## config.mk

```make
export PLATFORM = sky130hd
export DESIGN_NAME = seq_magnitude_comparator_flat
export DESIGN_NICKNAME = d
export VERILOG_FILES = /design/src/rtl/seq_magnitude_comparator_pkg.sv /design/src/rtl/seq_magnitude_comparator_if.sv /design/src/rtl/seq_magnitude_comparator_cmp_slice.sv /design/src/rtl/seq_magnitude_comparator.sv /design/src/flat_wrapper.sv
export SDC_FILE = /design/constraint.sdc
export NUM_CORES = 1
export LEC_CHECK = 0
export CAP_MARGIN = 25
export CORE_ASPECT_RATIO = 0.6
export CORE_MARGIN = 8
export CORE_UTILIZATION = 52
export DETAILED_ROUTE_END_ITERATION = 8
export PLACE_DENSITY_LB_ADDON = 0.08
export SYNTH_ARGS = -nofsm -noshare
export SYNTH_HDL_FRONTEND = slang
export SYNTH_SLANG_ARGS = --single-unit
export TNS_END_PERCENT = 10
```

## constraint.sdc

```tcl
create_clock -name clk -period 2.9 [get_ports clk]
set_input_delay 0.58 -clock clk [delete_from_list [all_inputs] [get_ports clk]]
set_output_delay 0.58 -clock clk [all_outputs]
set_load 0.01 [all_outputs]
```

## src/rtl/seq_magnitude_comparator_pkg.sv

```systemverilog
// Shared definitions for the sequential magnitude comparator: state and result
// encodings plus the sizing helpers used by the top, the interface and the bench.
package seq_cmp_pkg;

  localparam logic [1:0] ST_IDLE = 2'd0;
  localparam logic [1:0] ST_CMP  = 2'd1;
  localparam logic [1:0] ST_DONE = 2'd2;

  // One-hot {gt, eq, lt}; exactly one bit is set for any finished result
  localparam logic [2:0] CMP_GT = 3'b100;
  localparam logic [2:0] CMP_EQ = 3'b010;
  localparam logic [2:0] CMP_LT = 3'b001;

  function automatic int calc_nslice(input int width, input int slice);
    return width / slice;
  endfunction

  function automatic int calc_cnt_w(input int nslice);
    return $clog2(nslice + 1);
  endfunction

  function automatic int calc_idx_w(input int nslice);
    return (nslice > 1) ? $clog2(nslice) : 1;
  endfunction

endpackage

```

## src/rtl/seq_magnitude_comparator_if.sv

```systemverilog
// Operand/result handshake bundle for seq_magnitude_comparator.
// master = producer/consumer side, slave = comparator side.
interface seq_magnitude_comparator_if #(
  parameter int WIDTH = 32,
  parameter int CNT_W = 4
);
  logic             in_valid;
  logic             in_ready;
  logic [WIDTH-1:0] a;
  logic [WIDTH-1:0] b;
  logic             out_valid;
  logic             out_ready;
  logic             gt;
  logic             eq;
  logic             lt;
  logic [CNT_W-1:0] slices_used;

  modport master (
    output in_valid, a, b, out_ready,
    input  in_ready, out_valid, gt, eq, lt, slices_used
  );

  modport slave (
    input  in_valid, a, b, out_ready,
    output in_ready, out_valid, gt, eq, lt, slices_used
  );
endinterface

```

## src/rtl/seq_magnitude_comparator_cmp_slice.sv

```systemverilog
// Combinational SLICE-bit magnitude compare; inv flips both operand MSBs so the
// top slice of a two's-complement pair orders correctly as unsigned.
module cmp_slice #(
  parameter int SLICE = 4
) (
  input  logic [SLICE-1:0] a,
  input  logic [SLICE-1:0] b,
  input  logic             inv,
  output logic             gt,
  output logic             lt
);
  localparam logic [SLICE-1:0] MSB_MASK = SLICE'(1) << (SLICE - 1);

  logic [SLICE-1:0] a_m_s;
  logic [SLICE-1:0] b_m_s;

  // Optional sign-bit flip followed by an unsigned compare
  always_comb begin
    a_m_s = a;
    b_m_s = b;
    if (inv) begin
      a_m_s = a ^ MSB_MASK;
      b_m_s = b ^ MSB_MASK;
    end else begin
      a_m_s = a;
      b_m_s = b;
    end
    gt = (a_m_s > b_m_s);
    lt = (a_m_s < b_m_s);
  end
endmodule

```

## src/rtl/seq_magnitude_comparator.sv

```systemverilog
// Multi-cycle WIDTH-bit comparator, one SLICE per clock, MSB slice first.
// Optional early exit on the first differing slice: SEQ_CMP_EARLY_TERM_EN.
module seq_magnitude_comparator
  import seq_cmp_pkg::*;
#(
  parameter int WIDTH  = 32,
  parameter int SLICE  = 4,
  parameter int SIGNED = 0
) (
  input logic                      clk,
  input logic                      rst_n,
  seq_magnitude_comparator_if.slave bus
);
  localparam int NSLICE = calc_nslice(WIDTH, SLICE);
  localparam int CNT_W  = calc_cnt_w(NSLICE);
  localparam int IDX_W  = calc_idx_w(NSLICE);
  localparam logic [IDX_W-1:0] IDX_TOP = IDX_W'(NSLICE - 1);

  logic [1:0]                         state_r;
  logic [NSLICE-1:0][SLICE-1:0]       a_r;
  logic [NSLICE-1:0][SLICE-1:0]       b_r;
  logic [IDX_W-1:0]                   idx_r;
  logic                               decided_r;
  logic                               gt_r;
  logic                               lt_r;
  logic [CNT_W-1:0]                   count_r;
  logic                               out_valid_r;
  logic [2:0]                         res_r;
  logic [CNT_W-1:0]                   su_r;

  logic             inv_s;
  logic             slice_gt_s;
  logic             slice_lt_s;
  logic             hit_s;
  logic             dec_next_s;
  logic             gt_next_s;
  logic             lt_next_s;
  logic [CNT_W-1:0] cnt_next_s;
  logic             exit_s;
  logic [2:0]       res_next_s;

  assign inv_s = (SIGNED != 0) && (idx_r == IDX_TOP);

  cmp_slice #(.SLICE(SLICE)) u_slice (
    .a   (a_r[idx_r]),
    .b   (b_r[idx_r]),
    .inv (inv_s),
    .gt  (slice_gt_s),
    .lt  (slice_lt_s)
  );

  // Next decision state: a result, once decided, is never overwritten
  always_comb begin
    hit_s      = slice_gt_s | slice_lt_s;
    dec_next_s = decided_r | hit_s;
    cnt_next_s = count_r + CNT_W'(1);
    gt_next_s  = gt_r;
    lt_next_s  = lt_r;
    if (!decided_r) begin
      gt_next_s = slice_gt_s;
      lt_next_s = slice_lt_s;
    end else begin
      gt_next_s = gt_r;
      lt_next_s = lt_r;
    end
`ifdef SEQ_CMP_EARLY_TERM_EN
    exit_s = (idx_r == '0) | (hit_s & ~decided_r);
`else
    exit_s = (idx_r == '0);
`endif
    res_next_s = CMP_EQ;
    if (!dec_next_s) begin
      res_next_s = CMP_EQ;
    end else if (gt_next_s) begin
      res_next_s = CMP_GT;
    end else begin
      res_next_s = CMP_LT;
    end
  end

  // FSM, operand capture, slice walk and registered result
  always_ff @(posedge clk or negedge rst_n) begin
    if (!rst_n) begin
      state_r     <= ST_IDLE;
      a_r         <= '0;
      b_r         <= '0;
      idx_r       <= '0;
      decided_r   <= 1'b0;
      gt_r        <= 1'b0;
      lt_r        <= 1'b0;
      count_r     <= '0;
      out_valid_r <= 1'b0;
      res_r       <= 3'b000;
      su_r        <= '0;
    end else begin
      case (state_r)
        ST_IDLE: begin
          if (bus.in_valid) begin
            a_r       <= bus.a;
            b_r       <= bus.b;
            idx_r     <= IDX_TOP;
            decided_r <= 1'b0;
            gt_r      <= 1'b0;
            lt_r      <= 1'b0;
            count_r   <= '0;
            state_r   <= ST_CMP;
          end
        end
        ST_CMP: begin
          decided_r <= dec_next_s;
          gt_r      <= gt_next_s;
          lt_r      <= lt_next_s;
          count_r   <= cnt_next_s;
          if (exit_s) begin
            state_r     <= ST_DONE;
            out_valid_r <= 1'b1;
            res_r       <= res_next_s;
            su_r        <= cnt_next_s;
          end else begin
            idx_r <= idx_r - IDX_W'(1);
          end
        end
        ST_DONE: begin
          if (bus.out_ready) begin
            state_r     <= ST_IDLE;
            out_valid_r <= 1'b0;
          end
        end
        default: begin
          state_r     <= ST_IDLE;
          out_valid_r <= 1'b0;
        end
      endcase
    end
  end

  assign bus.in_ready    = (state_r == ST_IDLE);
  assign bus.out_valid   = out_valid_r;
  assign bus.gt          = res_r[2];
  assign bus.eq          = res_r[1];
  assign bus.lt          = res_r[0];
  assign bus.slices_used = su_r;

endmodule
```

## src/flat_wrapper.sv

```systemverilog
// flat-port wrapper written by rule: the top's interface ports become plain ports
module seq_magnitude_comparator_flat import seq_cmp_pkg::*;
#(
  parameter int WIDTH  = 32,
  parameter int SLICE  = 4,
  parameter int SIGNED = 0
)
  (clk, rst_n, bus_in_valid, bus_a, bus_b, bus_out_ready, bus_in_ready, bus_out_valid, bus_gt, bus_eq, bus_lt, bus_slices_used);
  seq_magnitude_comparator_if #(.WIDTH(WIDTH)) bus_i ();
  input logic clk;
  input logic rst_n;
  input wire logic [$bits(bus_i.in_valid)-1:0] bus_in_valid;
  input wire logic [$bits(bus_i.a)-1:0] bus_a;
  input wire logic [$bits(bus_i.b)-1:0] bus_b;
  input wire logic [$bits(bus_i.out_ready)-1:0] bus_out_ready;
  output wire logic [$bits(bus_i.in_ready)-1:0] bus_in_ready;
  output wire logic [$bits(bus_i.out_valid)-1:0] bus_out_valid;
  output wire logic [$bits(bus_i.gt)-1:0] bus_gt;
  output wire logic [$bits(bus_i.eq)-1:0] bus_eq;
  output wire logic [$bits(bus_i.lt)-1:0] bus_lt;
  output wire logic [$bits(bus_i.slices_used)-1:0] bus_slices_used;
  assign bus_i.in_valid = bus_in_valid;
  assign bus_i.a = bus_a;
  assign bus_i.b = bus_b;
  assign bus_i.out_ready = bus_out_ready;
  assign bus_in_ready = bus_i.in_ready;
  assign bus_out_valid = bus_i.out_valid;
  assign bus_gt = bus_i.gt;
  assign bus_eq = bus_i.eq;
  assign bus_lt = bus_i.lt;
  assign bus_slices_used = bus_i.slices_used;
  seq_magnitude_comparator #(.WIDTH(WIDTH), .SLICE(SLICE), .SIGNED(SIGNED)) u_core (.clk(clk), .rst_n(rst_n), .bus(bus_i));
endmodule
```

# After elaboration in Yosys (flattened, before gate mapping)
# Index checks and enable logic that the tools add are counted.
word_totals:
  ff_bits: 83
  in_bits: 68
  wordCells: 69
op_classes:
  n_eq_ne: 6
  order_cmp: 3
  addsub: 2
  muxes: 22
  n_bitwise: 3
  reduce_logical: 9
op_table:
  columns: ["op", "n"]
  rows:
  - ["$bmux W4 S3", 2]
  - ["$mux W3", 4]
  - ["$mux W4", 3]
  - ["$reduce_and A3 Y1", 3]
  - ["$pmux W4 S2", 1]
  - ["$mux W2", 3]
  - ["$ne A2 B2 Y1 const B", 3]
  - ["$pmux W2 S3", 1]
  - ["$pmux W3 S2", 1]
  - ["$reduce_and A2 Y1", 3]
  - ["$add A4 B1 Y4 const B", 1]
  - ["$gt A4 B4 Y1", 1]
  - ["$lt A3 B4 Y1 const B", 1]
  - ["$lt A4 B4 Y1", 1]
  - ["$mux W1", 4]
  - ["$pmux W1 S2", 2]
  - ["$logic_not A3 Y1", 1]
  - ["$pmux W1 S3", 1]
  - ["$sub A3 B1 Y3 const B", 1]
  - ["$eq A2 B1 Y1 const B", 1]
  - ["$eq A2 B2 Y1 const B", 1]
  - ["$logic_not A2 Y1", 1]
  - ["$ne A2 B1 Y1 const B", 1]
  - ["$or A1 B1 Y1", 2]
  - ["2 further kinds", 2]

# Longest topological paths before layout
# Gate-level depths: netlist (run 1).
depth:
  ltp_word: 6
  depth_mapped: 9

# Cells and area by module
# From an unflattened synthesis (run 1), not the netlist that was laid out.
unflattened:
  hier_cells: 279
  area_unflattened_um2: 3897.5
modules_own_cells:
  columns: ["mod", "cells_per_inst", "area_per_inst_um2", "n_inst"]
  rows:
  - ["seq_magnitude_comparator", 261, 3759.9, 1]
  - ["cmp_slice", 18, 137.6, 1]

# Worst setup path after synthesis (run 1)
# No wires, ideal clock.
synth_path:
  path_type: "flip-flop to flip-flop"
  start: "reg u_core.idx_r[0]"
  end: "reg u_core.gt_r"
  required_time_ps: 2778
  path_slack_ps: 474
  setup_time_ps: 122
  path_stages_with_launch: 10
  arrival_time_ps: 2305
  path_cell_list: "dfrtp_1 -> buf_4 -> buf_2 -> mux4_2 -> mux2i_1 -> ha_1 -> a21oi_1 -> nor2b_1 -> o22ai_1 -> a32o_1"
synth_between:
  elab_chain_cells: 5
synth_lines:
  columns: ["element", "line_no", "source"]
  rows:
  - ["from (decl)", "seq_magnitude_comparator.sv:22", "logic [IDX_W-1:0] idx_r;"]
  - ["from (signal assigned)", "seq_magnitude_comparator.sv:120", "idx_r <= idx_r - IDX_W'(1);"]
  - ["$bmux W4 S3 (on tied branches)", "seq_magnitude_comparator.sv:45, seq_magnitude_comparator.sv:46", null]
  - ["$mux W4 (on tied branches)", "seq_magnitude_comparator.sv:45, seq_magnitude_comparator.sv:46", null]
  - ["$gt A4 B4 Y1 (*)", "seq_magnitude_comparator_cmp_slice.sv:28", "gt = (a_m_s > b_m_s);"]
  - ["$mux W1 (*)", "seq_magnitude_comparator.sv:59", "if (!decided_r) begin"]
  - ["$pmux W1 S2 (*)", "seq_magnitude_comparator.sv:96", "case (state_r)"]
  - ["to (signal assigned)", "seq_magnitude_comparator.sv:111", "gt_r <= gt_next_s;"]
  - ["to (decl)", "seq_magnitude_comparator.sv:24", "logic gt_r;"]
# Every way passes the cells marked *; elsewhere a longest branch is shown, timed or not. The select of a mux whose other input is x is not followed.
# A chain may end at the register's enable or synchronous reset.

# Final worst setup path (run 1)
# Ends and elaborated chain as after synthesis.

==> results of run 1 <==
## critical path: cells and delay by family (launching register included)
kind | cells | cell delay, ns
mux | 2 | 0.83
compound gates | 3 | 0.54
flops | 1 | 0.38
fa+ha+maj | 1 | 0.34
buf+inv | 1 | 0.20
simple gates | 1 | 0.15
## final cells by class
type | instances | share of cell area, %
clock inverter | 5 | 1.526
inverter | 3 | 0.2216
tap | 104 | 2.560
timing repair buffer | 82 | 16.54
sequential | 83 | 40.87
multi-input combinational | 156 | 33.70
clock buffer | 11 | 4.579
## report_power, final
group	switching, W	internal [W]
Combinational	0.000917	0.00152
Sequential	0.000379	0.00174
Clock	0.000428	0.000751
## logic make-up after synthesis
logic type      share of synthesized area [%]
simple gates                            4.846
mux                                     32.89
fa+ha+maj                               2.246
buf+inv                                 2.792
flops                                   53.27
compound gates                          3.498
xor+xnor                               0.4494
## per-layer routing
metal  vias to the layer above  wire length [um]
met1                      1158              3959
met2                        68              3422
met3                         9               531
li1                       1091                 -
met5                         -                 0
met4                         0                92
## cells in the final DEF, fill, tap and decap left out, types with 5 or more instances in the layout
master / n
dfrtp_1: 83
nand2_1: 13
o21ai_0: 7
mux4_2: 16
ha_1: 7
clkbuf_16: 9
clkdlybuf4s50_1: 75
mux2_2: 41
nor2b_1: 5
mux2_4: 28
## sequential cells by signal, indices dropped and copies added, names as in the netlist
name,count
u_core.gt_r,1
u_core.a_r,32
u_core.bus.out_valid,1
u_core.state_r,2
u_core.bus.slices_used,4
u_core.res_r,3
u_core.decided_r,1
u_core.count_r,4
u_core.b_r,32
u_core.idx_r,3
## per-stage QoR
| stage | power (W) | setup slack [ns] | utilization (%) |
|---|---|---|---|
| after global placement | 0.004488 | 0.4477 | 65.67 |
| after detailed placement | 0.004556 | 0.3660 | 65.67 |
| after global routing | 0.006094 | 0.1936 | 69.94 |
| final | 0.005737 | 0.3268 | 69.94 |
| after CTS | 0.005793 | 0.3199 | 69.94 |
| after floorplan | 0.003886 | 0.4737 | - |
## worst max-delay path by stage
stage	start	to	depth (start not counted)
floorplan	u_core.idx_r[0]	u_core.gt_r	9
global placement	u_core.idx_r[0]	u_core.gt_r	8
detailed placement	u_core.idx_r[0]	u_core.gt_r	8
CTS	u_core.idx_r[0]	u_core.gt_r	8
global route	u_core.idx_r[0]	u_core.gt_r	8
finish	u_core.idx_r[0]	u_core.gt_r	8
==> flow_summary.ini, run 1 <==
[clock_network]
hold_buffers = 0
cts_resized = 0
clock_sinks = 83
root_buffer = clkbuf_16
cts.clk_slew.worst_paths_ns = 0.06
cts_setup_buffers = 0
htreeDepth = 3
clk-insertion-delay-late_ns = 0.33
cts_buffers = 9
cts_max_path_buffers = 2
tritoncts = built

[synthesis]
synthCells = 255
yosysSeqAreaShare_pct = 53.27
yosysUniqueCellTypes = 34
ys.warnings.count = 0
synth-seq-cells = 83
netlist_area_um2 = 3899
synth-main-ff-cell = dfrtp_1
async_flop_share_pct = 100.0
syn_nets = 330
synth_common_cells = dfrtp_1 (83), mux2_2 (41), mux2_4 (28), mux4_2 (16), nand2_1 (13)
synth_area_leaders = dfrtp_1 (53%), mux2_2 (12%), mux2_4 (11%)
synth_edf_count = 0
synth.avg_cell_area_um2 = 15.29
synth_top_area_share_pct = 53.27
yosys.area.top_type = dfrtp_1
yosysMostFrequentCell = dfrtp_1

[pwr]
leakagePower_nw = 2.181
ir_drop_mv = 0.4423
powerDensity_nw_per_um2 = 1129

[global_routing]
grt_max_degree = 47
grt-ovfl-total = 0
grt_usage_pct = 15.94
met1_usage_pct = 21.54
grt_pass1_vias = 2545
top_usage_layer = met2
antenna_found_initial = 0
grt_use_met2_pct = 22.90
use_met3_pct = 6.122
grt_pass1_wl_um = 13200

[timing]
rsz0062_at_grt = no
fmax_mhz = 388.6
hold_viol_final = 0
setup_tns_ns = 0
finalMaxSlewViolations = 0
max_slew_margin_pct = 63.35
fin_skew_ns = 0.002828
period_share_pct = 88.73
setup_viol = 0
holdWs_ns = 0.2144
worst_slew_pin_slew_ns = 0.5486
final.min_clock_period_ns = 2.573

[routing]
avgRoutedWirePerCell_um = 18.03
first_iter_violations = 112
drc = 0
ant_nets = 0
first_pass_iters = 4
via_count = 2326
routed_wl_um = 8006
viasPerCell = 5.239

[worst_setup_path]
crit_path_cell_trace = buf_12 > mux4_2 > mux2_2 > ha_1 > a21oi_1 > nor2b_1 > o22ai_1 > a32o_1
cp-start-kind = flip-flop
cpPeakStageDelay_ns = 0.54
crit_required_ns = 3.12
reg2regPathDepth = 8
critPathMaxFanout = 19
r2r_start = u_core.idx_r[0]
r2r_slack_ns = 0.33
endpoint_kind = flip-flop
worstSetupPathType = reg -> reg
cp_slowest_cell = mux4_2
cp.arrival_ns = 2.79
rr_endpoint = u_core.gt_r

[flow_run]
maxCapViolCount = 0

[cells_and_area]
drive_above_1_share_pct = 31.76
final_area_um2 = 5082
nets = 410
seqCellArea_um2 = 2077
syn_to_final_growth_pct = 30.36
multiInputGateArea_um2 = 1713
fillers = 538
stdcell_count = 444
diodes = 0

[place]
port_buffers = 76
gp_congestion = 0.7436
placed_area_um2 = 4772
dpl.hpwl_um = 5712
dp.cells = 428

[die]
dieArea_um2 = 10620
die_height_um = 83.07
start_util_pct = 53.65
die_x_um = 127.8
fp-row-count = 24
io_pins = 77
core_um2 = 7267

[status]
run_status = finished clean

[min_path]
hold_path.class = in -> async
Power figures use the tool's default switching activity.
==> inputs of run 2 (changes only) <==
- CAP_MARGIN: 25 -> 20
==> results of run 2 <==
No change in the layout: final DEF, timing and power equal those of run 1.
==> inputs of run 3 (changes only) <==
- CORE_UTILIZATION: 52 -> 56
- clock period: 2.9 -> 3.2 ns (I/O delays scaled with it)
==> run 3 against run 2 <==
Against the previous run:
- cell area fell by 0.81%
- die area fell by 6.0%
- worst hold slack improved by 0.050 ns
- largest power group unchanged
==> flow_summary.ini, run 3 (synthesized netlist as in run 1, its figures left out) <==
[worst_setup_path]
cp_slowest_cell = dfrtp_1
crit_path_cell_trace = mux4_2 > mux2_2 > ha_1 > a21oi_1 > nor2b_1 > o22ai_1 > a32o_1
rr_endpoint = u_core.gt_r
cp.arrival_ns = 2.86
cpPeakStageDelay_ns = 0.64
crit_required_ns = 3.42
critPathMaxFanout = 8
cp-start-kind = flip-flop
startpoint = u_core.idx_r[0]
worstSetupPathType = reg -> reg
crit_end = u_core.gt_r
r2r_slack_ns = 0.56
endpoint_kind = flip-flop
r2r_start = u_core.idx_r[0]
reg2regPathDepth = 7

[place]
gp_congestion = 0.7565
dpl.hpwl_um = 5903
dp_slack_ns = 0.5392
dp.cells = 410
port_buffers = 76

[timing]
max_slew_margin_pct = 63.60
period_share_pct = 82.42
setup_tns_ns = 0
finalMaxSlewViolations = 0
setup_viol = 0
final.min_clock_period_ns = 2.637
fin_skew_ns = 0.006061
worst_slew_pin_slew_ns = 0.5460
fmax_mhz = 379.2
fin_ws_ns = 0.5626
rsz0062_at_grt = no
hold_viol_final = 0

[pwr]
powerDensity_nw_per_um2 = 1017
leakagePower_nw = 2.176
ir_drop_mv = 0.6591

[clock_network]
hold_buffers = 0
clock_sinks = 83
cts_max_path_buffers = 2
cts.clk_slew.worst_paths_ns = 0.06
root_buffer = clkbuf_16
tritoncts = built
cts_setup_buffers = 0
htreeDepth = 3
cts_buffers = 9
clk-insertion-delay-late_ns = 0.33
cts_resized = 0

[cells_and_area]
layout_commonest_cell = dfrtp_1
syn_to_final_growth_pct = 29.30
final_cell_mix = dfrtp_1 (83), clkdlybuf4s50_1 (75), mux2_2 (41)
fillers = 423
diodes = 0
stdcell_count = 425
nets = 410
fin_util_pct = 75.18
drive_above_1_share_pct = 31.66
top_regs = u_core.a_r x32, u_core.b_r x32

[global_routing]
grt_pass1_wl_um = 13120
antenna_found_initial = 0
grt_pass1_vias = 2494
grt_max_degree = 84
grt_usage_pct = 17.45
grt-ovfl-total = 0

[die]
io_pins = 77
core_um2 = 6705
die_x_um = 123.7
dieArea_um2 = 9976
fp-row-count = 23
start_util_pct = 58.15
die_height_um = 80.63

[routing]
viasPerCell = 5.464
ant_nets = 0
avgRoutedWirePerCell_um = 19.16
routed_wl_um = 8145
drc = 0
first_pass_iters = 4
via_count = 2322
first_iter_violations = 104

[flow_run]
maxCapViolCount = 0

[min_path]
hold_path.class = in -> async

[status]
run_status = finished clean
==> run 3: critical path, delay by kind of cell, from the launching register on <==
family	cells	cell delay (ns)
mux	2	0.85
flops	1	0.64
compound gates	3	0.55
fa+ha+maj	1	0.33
simple gates	1	0.15
==> run 3: where the power goes <==
part	total [W]	switching, W	internal, W
Clock	0.000995	0.000381	0.000614
Sequential	0.00200	0.000423	0.00158
Combinational	0.00213	0.000758	0.00137
Total	0.00513	0.00156	0.00356
==> run 3: final cells by class <==
cell class | count | area (um2) | share of cell area (%)
clock buffer | 11 | 242.7 | 4.815
clock inverter | 3 | 40.04 | 0.7942
inverter | 3 | 11.26 | 0.2234
multi-input combinational | 156 | 1713 | 33.98
sequential | 83 | 2077 | 41.20
tap | 87 | 108.9 | 2.159
timing repair buffer | 82 | 848.3 | 16.83
==> run 3: through the flow <==
stage | hold slack, ns | power (W) | instance area [um2]
5_1_grt | 0.3042 | 0.005456 | 5041
3_3_place_gp | 0.4595 | 0.004062 | 4731
6_report | 0.2642 | 0.005128 | 5041
2_1_floorplan | 0.3444 | 0.003522 | 3899
4_1_cts | 0.4828 | 0.005164 | 5014
3_5_place_dp | 0.4708 | 0.004144 | 4731
==> run 3: how the worst min path moves through the flow <==
| stage | startpoint | to | slack, ns | cells after the start |
|---|---|---|---|---|
| after floorplan | rst_n | u_core.a_r[0] | 0.34 | 0 |
| after global placement | u_core.bus.slices_used[1] | u_core.bus.slices_used[1] | 0.46 | 2 |
| after detailed placement | u_core.bus.slices_used[3] | u_core.bus.slices_used[3] | 0.47 | 2 |
| after CTS | u_core.bus.slices_used[3] | u_core.bus.slices_used[3] | 0.48 | 2 |
| after global routing | rst_n | u_core.a_r[23] | 0.30 | 1 |
| final | rst_n | u_core.a_r[19] | 0.26 | 1 |
==> run 3: per-layer routing <==
| layer | up-vias | wire length [um] | global-route usage (%) |
|---|---|---|---|
| met3 | 10 | 573 | 6.228 |
| li1 | 1092 | - | - |
| met5 | - | 0 | 0 |
| met4 | 0 | 110 | 5.735 |
| met2 | 66 | 3473 | 25.44 |
| met1 | 1154 | 3987 | 23.75 |
